### config.mk
export PLATFORM = sky130hd
export DESIGN_NAME = dot_product_16
export DESIGN_NICKNAME = d
export VERILOG_FILES = /design/src/rtl/mha_pkg.sv /design/src/rtl/sat_q213.sv /design/src/rtl/dot_product_16.sv
export SDC_FILE = /design/constraint.sdc
export NUM_CORES = 1
export LEC_CHECK = 0
export CAP_MARGIN = 20
export CORE_MARGIN = 2
export CORE_UTILIZATION = 50
export CTS_CLUSTER_DIAMETER = 30
export DETAILED_ROUTE_END_ITERATION = 7
export PLACE_DENSITY = 0.82
export SLEW_MARGIN = 40
export SYNTH_ARGS = -nofsm -noshare
export SYNTH_HDL_FRONTEND = slang
export SYNTH_HIERARCHICAL = 1
export SYNTH_SLANG_ARGS = --single-unit
### constraint.sdc
create_clock -name I_CLK -period 4.22 [get_ports I_CLK]
set_clock_uncertainty 0.1 [all_clocks]
set_input_delay 1.055 -clock I_CLK [delete_from_list [all_inputs] [get_ports I_CLK]]
set_output_delay 1.055 -clock I_CLK [all_outputs]
set_load 0.005 [all_outputs]
### src/rtl/mha_pkg.sv
// Shared Q2.13 constants, dot-product sizing and the dot-product FSM state type.
package mha_pkg;
  localparam logic signed [15:0] Q213_ONE = 16'sh2000;
  localparam logic signed [15:0] Q213_MAX = 16'sh7FFF;
  localparam logic signed [15:0] Q213_MIN = 16'sh8000;

  localparam int MAX_LEN = 16;
  localparam int ACC_W   = 20;

  typedef enum logic [1:0] {
    ST_IDLE  = 2'd0,
    ST_ISSUE = 2'd1,
    ST_WAIT  = 2'd2,
    ST_DONE  = 2'd3
  } state_e;
endpackage

### src/rtl/sat_q213.sv
// Clips a signed W-bit accumulator into the Q2.13 range; combinational, no backpressure.
module sat_q213
  import mha_pkg::*;
#(
  parameter int W = ACC_W
) (
  input  logic signed [W-1:0] acc_i,
  output logic        [15:0]  sum_o,
  output logic                clip_o
);
  localparam logic signed [W-1:0] HI = {{(W-16){Q213_MAX[15]}}, Q213_MAX};
  localparam logic signed [W-1:0] LO = {{(W-16){Q213_MIN[15]}}, Q213_MIN};

  always_comb begin
    sum_o  = acc_i[15:0];
    clip_o = 1'b0;
    if (acc_i > HI) begin
      sum_o  = Q213_MAX;
      clip_o = 1'b1;
    end else if (acc_i < LO) begin
      sum_o  = Q213_MIN;
      clip_o = 1'b1;
    end
  end
endmodule

### src/rtl/dot_product_16.sv
// Q2.13 dot product over up to MAX_LEN elements using an external 16-bit multiplier.
// One element at a time (6 cycles with the standard multiplier); result held until I_RDY.
module dot_product_16 #(
  parameter int MAX_LEN = mha_pkg::MAX_LEN,
  parameter int ACC_W   = mha_pkg::ACC_W
) (
  input  logic        I_CLK,
  input  logic        I_RST_N,
  input  logic        I_VLD,
  output logic        O_RDY,
  input  logic [15:0] I_A,
  input  logic [15:0] I_B,
  input  logic        I_LAST,
  output logic        O_MUL_VLD,
  output logic [15:0] O_MUL_M1,
  output logic [15:0] O_MUL_M2,
  input  logic        I_MUL_BUSY,
  input  logic        I_MUL_VLD,
  input  logic [15:0] I_MUL_PRODUCT,
  output logic        O_VLD,
  input  logic        I_RDY,
  output logic [15:0] O_SUM,
  output logic        O_SAT,
  output logic        O_ERR
);
  import mha_pkg::*;

  localparam int CW = $clog2(MAX_LEN + 1);

  state_e                    state_q;
  logic signed [ACC_W-1:0]   acc_q;
  logic signed [ACC_W-1:0]   acc_d;
  logic        [CW-1:0]      cnt_q;
  logic        [15:0]        a_q, b_q;
  logic                      last_q;
  logic                      mul_vld_q;
  logic                      vld_q, sat_q, err_q;
  logic        [15:0]        sum_q;
  logic        [15:0]        sat_sum;
  logic                      sat_clip;
  logic                      end_of_vec;

  assign acc_d      = acc_q + {{(ACC_W-16){I_MUL_PRODUCT[15]}}, I_MUL_PRODUCT};
  assign end_of_vec = last_q || (cnt_q == CW'(MAX_LEN));

  sat_q213 #(.W(ACC_W)) u_sat (
    .acc_i  (acc_d),
    .sum_o  (sat_sum),
    .clip_o (sat_clip)
  );

  // Never accept while the shared multiplier is still finishing someone's product.
  assign O_RDY     = (state_q == ST_IDLE) && !I_MUL_BUSY;
  assign O_MUL_VLD = mul_vld_q;
  assign O_MUL_M1  = a_q;
  assign O_MUL_M2  = b_q;
  assign O_VLD     = vld_q;
  assign O_SUM     = sum_q;
  assign O_SAT     = sat_q;
  assign O_ERR     = err_q;

  always_ff @(posedge I_CLK) begin
    if (!I_RST_N) begin
      state_q   <= ST_IDLE;
      acc_q     <= '0;
      cnt_q     <= '0;
      a_q       <= '0;
      b_q       <= '0;
      last_q    <= 1'b0;
      mul_vld_q <= 1'b0;
      vld_q     <= 1'b0;
      sum_q     <= '0;
      sat_q     <= 1'b0;
      err_q     <= 1'b0;
    end else begin
      mul_vld_q <= 1'b0;
      case (state_q)
        ST_IDLE: begin
          if (I_VLD && O_RDY) begin
            a_q       <= I_A;
            b_q       <= I_B;
            last_q    <= I_LAST;
            cnt_q     <= cnt_q + CW'(1);
            mul_vld_q <= 1'b1;
            state_q   <= ST_ISSUE;
          end
        end
        ST_ISSUE: state_q <= ST_WAIT;
        ST_WAIT: begin
          if (I_MUL_VLD) begin
            acc_q <= acc_d;
            if (end_of_vec) begin
              vld_q   <= 1'b1;
              sum_q   <= sat_sum;
              sat_q   <= sat_clip;
              // Only a length overrun can end a vector without I_LAST.
              err_q   <= !last_q;
              state_q <= ST_DONE;
            end else begin
              state_q <= ST_IDLE;
            end
          end
        end
        ST_DONE: begin
          if (I_RDY) begin
            acc_q   <= '0;
            cnt_q   <= '0;
            vld_q   <= 1'b0;
            sum_q   <= '0;
            sat_q   <= 1'b0;
            err_q   <= 1'b0;
            state_q <= ST_IDLE;
          end
        end
        default: state_q <= ST_IDLE;
      endcase
    end
  end
endmodule

==> results_dict.tcl, run 1 <==
set metrics [dict create \
    hold_violations 0 \
    first_pass_iters 5 \
    gr-usage-met2_pct 38.8 \
    clkLatencyLatePin_ns 0.36 \
    placementRows 34 \
    fmax_mhz 249 \
    detail-route-antenna-nets 0 \
    power_density_nw_per_um2 305 \
    synthesis.area_per_instance_um2 8.56 \
    synth_area_leaders "dfxtp_1 (35%), a21boi_0 (8.8%), nand2_1 (8.5%), ha_1 (5.8%), a221oi_2 (3.7%)" \
    final_instance_area_um2 5960 \
    grt_first_pass_wirelength_um 18900 \
    cts_tree "built" \
    ctsLongestPathBuffers 2 \
    post_layout_nonfiller_instances 742 \
    gr-max-usage-layer "met2" \
    synth.yosys.seq_area_share_pct 35.5 \
    grt_antenna_before_repair 0 \
    layout-drive-gt1-share_pct 10.1 \
    htree_levels 3 \
    synth.top_cell.area_share_pct 35.5 \
    end_kind "flop" \
    fin_nets 706 \
    finalWorstPathRequiredPeriod_ns 4.02 \
    ioPinCount 108 \
    grt.met3_usage_pct 7.16 \
    synth_fp_nets 604 \
    max_slew.worst_pin.slew_ns 0.831 \
    numPortBuffers 107 \
    wl_per_cell_um 15.4 \
    place.detailed.instances 725 \
    clock-root-buffer "clkbuf_8" \
    hpwlAfterDp_um 8470 \
    detail_route.wirelength_um 11400 \
    grt_pass1_vias 4075 \
    vdd_ir_drop_max_uv 199 \
    gr-usage-all-layers_pct 23.3 \
    route.detailed.drc 0 \
    rsz_0062_raised_after_global_routing "false" \
    total_of_cells_resized_after_clock_tree_synthesis 0 \
    grt_overflow 0 \
    die_span_in_x_um 99.0 \
    diode_count 0 \
    yosys_register_bits 80 \
    library_cell_occupying_the_most_area_in_the_post_synthesis_netlist "dfxtp_1" \
    routed-via-count 4210 \
    cap_viol_max_count 0 \
    synth-edff-count 0 \
    ys_warns 6 \
    detail_route.iter0.violations 180 \
    floorplan.die_area_um2 9800 \
    timing.hold.worst.class "reg -> reg" \
    share_of_synthesized_flip_flops_with_an_asynchronous_set_or_reset_pct 0 \
    synth.lib_cells_used.distinct 49 \
    worst_ep_required_time_ns 4.38 \
    clock_sink_count 80 \
    worst_slew_margin_rel_pct 44.4 \
    cp_max_fo 15 \
    flow.area_growth_from_synthesis_pct 32.1 \
    run_status "complete, no violations" \
    grt_start_max_net_pins 46 \
    setup_crit_path_kind "in -> reg" \
    power.leakage_nw 2.23 \
    arrival_ns 4.17 \
    finalSetupViolations 0 \
    finalWeightedCongestion 0.869 \
    post-route-period-util_pct 95.2 \
    fin_setup_tns_ns 0 \
    p_total_w 0.00182 \
    die_height_um 99.0 \
    grt_use_met1_pct 28.2 \
    route.detailed.vias_per_inst 5.67 \
    crit_path_start_kind "input pin" \
    ys_dominant_reg_cell "dfxtp_1" \
    finalCoreUtilization_pct 68.3 \
    timing_max_transition_violations_final 0 \
    syn_area_um2 4510 \
    place_area_um2 5690 \
    core_area_um2 8720 \
    cts-buffers-inserted 9 \
    clk_pin_slew_worst_paths_ns 0.09 \
    initial_core_util_pct 51.7 \
    netlist_instances 527 \
]
-- layer usage --
| layer | wire length (um) | part of all wire, % |
|---|---|---|
| met3 | 987 | 8.6 |
| met2 | 5480 | 48 |
| met4 | 219 | 1.9 |
| met1 | 4740 | 41 |
| met5 | 0 | 0 |
-- layout by cell type, fill, tap and decap left out, types with 16 or more instances in the layout --
cell type,count
clkdlybuf4s50_1,107
a21oi_1,16
nand4_1,18
dfxtp_1,80
nand3_1,25
ha_1,21
nor2_1,26
buf_4,19
a21boi_0,53
nand2_1,102
-- worst max-delay path, cell delays in order --
cell and delay [ns]:
clkdlybuf4s50_1 0.41, ha_1 0.35, o211ai_1 0.30, o21bai_4 0.15
a2111oi_4 0.40, o41ai_2 0.13, xor2_1 0.20, buf_12 0.17
nor3_4 0.59, a221oi_1 0.24, nand2_1 0.11, a21boi_0 0.07
-- final timing paths --
path / cells after the start / slack [ns] / endpoint / start
worst max register to register: 11 / 1.00 / O_SUM[0]$_SDFFE_PN0P_ / acc_q[0]$_SDFFE_PN0P_
worst max-delay path: 12 / 0.20 / O_SUM[0]$_SDFFE_PN0P_ / I_MUL_PRODUCT[2]
worst min-delay path: 2 / 0.37 / O_MUL_M1[7]$_SDFFE_PN0P_ / O_MUL_M1[7]$_SDFFE_PN0P_
worst min register to register: 2 / 0.37 / O_MUL_M1[7]$_SDFFE_PN0P_ / O_MUL_M1[7]$_SDFFE_PN0P_
-- layout make-up --
| class | count | area (um^2) |
|---|---|---|
| Tap cell | 108 | 135 |
| Clock buffer | 9 | 124 |
| Inverter | 11 | 41.3 |
| Clock inverter | 7 | 126 |
| Fill cell | 684 | 2760 |
| Timing Repair Buffer | 128 | 1250 |
| Sequential cell | 80 | 1600 |
| Multi-Input combinational cell | 399 | 2680 |
-- Yosys cell counts (2+ instances only) --
cell type / n
a221oi_1: 5
nand3_1: 25
a221oi_2: 11
ha_1: 21
o21ai_0: 7
a22o_1: 10
o21ai_1: 3
xnor2_1: 14
buf_2: 8
nor2b_1: 13
inv_1: 11
o21bai_1: 2
buf_4: 5
and3_1: 6
a31oi_1: 3
a21oi_2: 4
nand2b_1: 3
nand2_1: 102
a221o_1: 2
dfxtp_1: 80
nand4_1: 18
a21oi_1: 16
o211ai_1: 4
nor3_1: 3
nor2_1: 26
clkbuf_1: 19
a21o_1: 7
a22oi_1: 10
xor2_1: 7
a21boi_0: 53
and2_1: 7
buf_6: 5
-- cells by family after synthesis --
family	Yosys count	synth area share (%)
flip-flops	80	35.5
AO/OA/AOI/OAI	148	27.2
AND/OR/NAND/NOR	208	21.5
XOR/XNOR	21	4.08
buffers and inverters	48	5.46
adder cells (fa/ha/maj)	22	6.27
-- power breakdown --
group	internal, W	switching [W]
Clock	0.000400	0.000310
Sequential	0.000775	0.0000122
Combinational	0.000161	0.000161
-- sequential cells by signal (all words and copies together), names as in the netlist, 2 cells and up --
name	cells
O_SUM	16
cnt_q	5
acc_q	20
O_MUL_M2	16
O_MUL_M1	16
state_q	2
-- through the flow --
| stage | hold WS (ns) | setup WS (ns) |
|---|---|---|
| 6_report | 0.366 | 0.202 |
| 3_3_place_gp | 0.349 | -0.0649 |
| 5_1_grt | 0.392 | 0.0264 |
| 2_1_floorplan | 0.346 | 0.618 |
| 3_5_place_dp | 0.358 | -0.147 |
| 4_1_cts | 0.371 | 0.222 |
-- timing repair --
| action | CTS | global route |
|---|---|---|
| setup endpoints to repair | 0 | 8 |
| setup buffers | 0 | 1 |
| hold buffers | 0 | 0 |
| hold endpoints to repair | 0 | 0 |
(Power assumes the default switching activity.)
==> run 2: changes to the inputs <==
--- a/config.mk
+++ b/config.mk
@@ -7,12 +7,12 @@
 export LEC_CHECK = 0
 export CAP_MARGIN = 20
 export CORE_MARGIN = 2
-export CORE_UTILIZATION = 50
+export CORE_UTILIZATION = 49
 export CTS_CLUSTER_DIAMETER = 30
+export CTS_CLUSTER_SIZE = 20
 export DETAILED_ROUTE_END_ITERATION = 7
-export PLACE_DENSITY = 0.82
+export PLACE_DENSITY = 0.77
 export SLEW_MARGIN = 40
 export SYNTH_ARGS = -nofsm -noshare
 export SYNTH_HDL_FRONTEND = slang
-export SYNTH_HIERARCHICAL = 1
 export SYNTH_SLANG_ARGS = --single-unit
==> results_dict.tcl, run 2 <==
set metrics [dict create \
    finalCoreUtilization_pct 68.4 \
    clock-root-buffer "clkbuf_8" \
    share_of_synthesized_flip_flops_with_an_asynchronous_set_or_reset_pct 0 \
    met2_length_um 5310 \
    timing_max_transition_violations_final 0 \
    arrival_ns 4.06 \
    power.leakage_nw 2.13 \
    core_area_um2 8130 \
    ys_warns 0 \
    critical_path_cell_with_the_highest_stage_delay "clkdlybuf4s50_1" \
    worst-path-buf-inv 1 \
    hold_violations 0 \
    wl_per_cell_um 15.5 \
    fin_setup_tns_ns 0 \
    clkLatencyLatePin_ns 0.36 \
    timing.critical_path.cells "clkdlybuf4s50_1 > ha_1 > fa_1 > a211o_1 > a211oi_2 > a211oi_2 > or3_1 > and2_4 > o41ai_4 > or2_4 > a31oi_1" \
    rsz_0062_raised_after_global_routing "false" \
    run_status "complete, no violations" \
    synth.top_cell.area_share_pct 39.2 \
    worst_r2r_startpoint "acc_q[0]$_SDFFE_PN0P_" \
    critical-path-top-delay-family "compound AO/OA/AOI/OAI gates" \
    flow.area_growth_from_synthesis_pct 36.1 \
    largest_register_ff_count 20 \
    clock_sink_count 80 \
    ioPinCount 108 \
    grt_overflow 0 \
    worst_slew_margin_rel_pct 49.0 \
    grt_pass1_vias 3633 \
    worst_case_register_to_register_setup_slack_ns 1.09 \
    ys_dominant_reg_cell "dfxtp_1" \
    max_slew.worst_pin.slew_ns 0.764 \
    grt_start_max_net_pins 41 \
    synth.yosys.seq_area_share_pct 39.2 \
    post-synth-top-count-cell "nand2_1" \
    die_span_in_x_um 95.3 \
    initial_core_util_pct 50.2 \
    highest_count_cells_in_the_layout_ignoring_fill_and_taps "nand2_1 (115), clkdlybuf4s50_1 (107), dfxtp_1 (80)" \
    fin_nets 679 \
    detailedPlace.worstSlack_ns -0.111 \
    worst_r2r_endpoint "O_SUM[3]$_SDFFE_PN0P_" \
    gr-usage-all-layers_pct 24.5 \
    finalWorstPathRequiredPeriod_ns 3.95 \
    clk_pin_slew_worst_paths_ns 0.09 \
    routed.top_layer "met4" \
    yosys_register_bits 80 \
    ff2ff_path_depth 10 \
    first_pass_iters 5 \
    fillCellCount 673 \
    finalWorstSetupSlack_ns 0.268 \
    synth_fp_nets 564 \
    grt_antenna_before_repair 0 \
    synth-edff-count 0 \
    total_of_cells_resized_after_clock_tree_synthesis 0 \
    timing.hold.worst.start "O_MUL_M2[8]$_SDFFE_PN0P_" \
    met3_wirelength_from_detailed_routing_um 719 \
    area_used_by_sequential_logic_in_the_layout_um2 1600 \
    cp_max_fo 13 \
    synthesis.area_per_instance_um2 8.39 \
    numPortBuffers 107 \
    placementRows 33 \
    worst_path_largest_cell_delay_ns 0.42 \
    cts_tree "built" \
    floorplan.die_area_um2 9090 \
    finalWeightedCongestion 0.913 \
    finalSetupViolations 0 \
    netlist_instances 487 \
    largest_register "acc_q" \
    cts-buffers-inserted 9 \
    fmax_mhz 253 \
    power_density_nw_per_um2 302 \
    detail-route-antenna-nets 0 \
    grt_first_pass_wirelength_um 17400 \
    timing.hold.worst.class "reg -> reg" \
    layout-drive-gt1-share_pct 10.4 \
    wl_met1_um 4880 \
    most_common_library_cell_in_the_layout_ignoring_fill_and_taps "nand2_1" \
    whs_path_depth 2 \
    cpMostUsedCell "a211oi_2" \
    crit_path_start_kind "input pin" \
    syn_area_um2 4090 \
    vdd_ir_drop_max_uv 164 \
    route.detailed.drc 0 \
    routed-via-count 3926 \
    post_cts_buffers 0 \
    hpwlAfterDp_um 8250 \
    multiInputGateArea_um2 2320 \
    end_kind "flop" \
    holdWs_ns 0.358 \
    detail_route.iter0.violations 174 \
    hold_path_end "O_MUL_M2[8]$_SDFFE_PN0P_" \
    diode_count 0 \
    htree_levels 3 \
    die_height_um 95.3 \
    route.detailed.vias_per_inst 5.52 \
    worst_ep_required_time_ns 4.33 \
    synth.lib_cells_used.distinct 60 \
    library_cell_occupying_the_most_area_in_the_post_synthesis_netlist "dfxtp_1" \
    cap_viol_max_count 0 \
    post-route-period-util_pct 93.6 \
    setup_crit_path_kind "in -> reg" \
    yosys-top-cells-count "nand2_1 (115), dfxtp_1 (80), a21oi_1 (51)" \
    synth_area_leaders "dfxtp_1 (39%), nand2_1 (11%), ha_1 (6.4%), a21oi_1 (6.2%), a22oi_1 (3.9%)" \
    cts_hold_buf 0 \
    ctsLongestPathBuffers 2 \
    detail_route.wirelength_um 11100 \
]
[run 2: cell type report]
class	instances	share of cell area (%)
Clock buffer	9	2.23
Clock inverter	6	1.67
Inverter	6	0.405
Multi-Input combinational cell	374	41.8
Sequential cell	80	28.8
Tap cell	105	2.36
Timing Repair Buffer	131	22.7
[run 2: cells by family after synthesis]
family / Yosys count / synth area share [%]
AND/OR/NAND/NOR: 192 / 20.7
AO/OA/AOI/OAI: 139 / 24.3
flip-flops: 80 / 39.2
buffers and inverters: 33 / 3.92
adder cells (fa/ha/maj): 22 / 6.92
XOR/XNOR: 21 / 4.96
[run 2: how the worst max path moves through the flow]
stage | cells past startpoint | endpoint | slack (ns) | from
after floorplan | 11 | O_SUM[10]$_SDFFE_PN0P_ | 0.44 | I_MUL_PRODUCT[0]
after global routing | 12 | O_SUM[2]$_SDFFE_PN0P_ | 0.08 | I_MUL_PRODUCT[0]
after global placement | 11 | O_SUM[6]$_SDFFE_PN0P_ | -0.03 | I_MUL_PRODUCT[0]
after CTS | 11 | O_SUM[3]$_SDFFE_PN0P_ | 0.26 | I_MUL_PRODUCT[0]
after detailed placement | 11 | O_SUM[3]$_SDFFE_PN0P_ | -0.11 | I_MUL_PRODUCT[0]
final | 11 | O_SUM[3]$_SDFFE_PN0P_ | 0.27 | I_MUL_PRODUCT[0]
[run 2: worst register-to-register path, stage by stage, from the launching register on]
cell	delay, ns
dfxtp_1	0.33
ha_1	0.22
fa_1	0.39
a211o_1	0.30
a211oi_2	0.25
a211oi_2	0.08
or3_1	0.34
and2_4	0.18
o41ai_4	0.38
or2_4	0.31
a31oi_1	0.11
[run 2: metal layers]
metal	vias to the layer above	GRT usage (%)
li1	1955	-
met1	1838	32.4
met2	119	41.2
met3	14	4.35
met4	0	6.64
met5	-	0
[run 2: where the power goes]
group	leakage, nW	switching (W)	internal (W)
logic	1.38	0.000121	0.000133
registers	0.649	0.0000120	0.000776
clock network	0.102	0.000305	0.000334
total	2.13	0.000438	0.00124
[run 2: per-stage QoR]
step                cells  power, W  instance area [um^2]
finish                711   0.00168                  5560
global route          711   0.00175                  5560
CTS                   711   0.00169                  5560
detailed placement    696   0.00106                  5340
global placement      696   0.00105                  5340
floorplan             487  0.000929                  4090
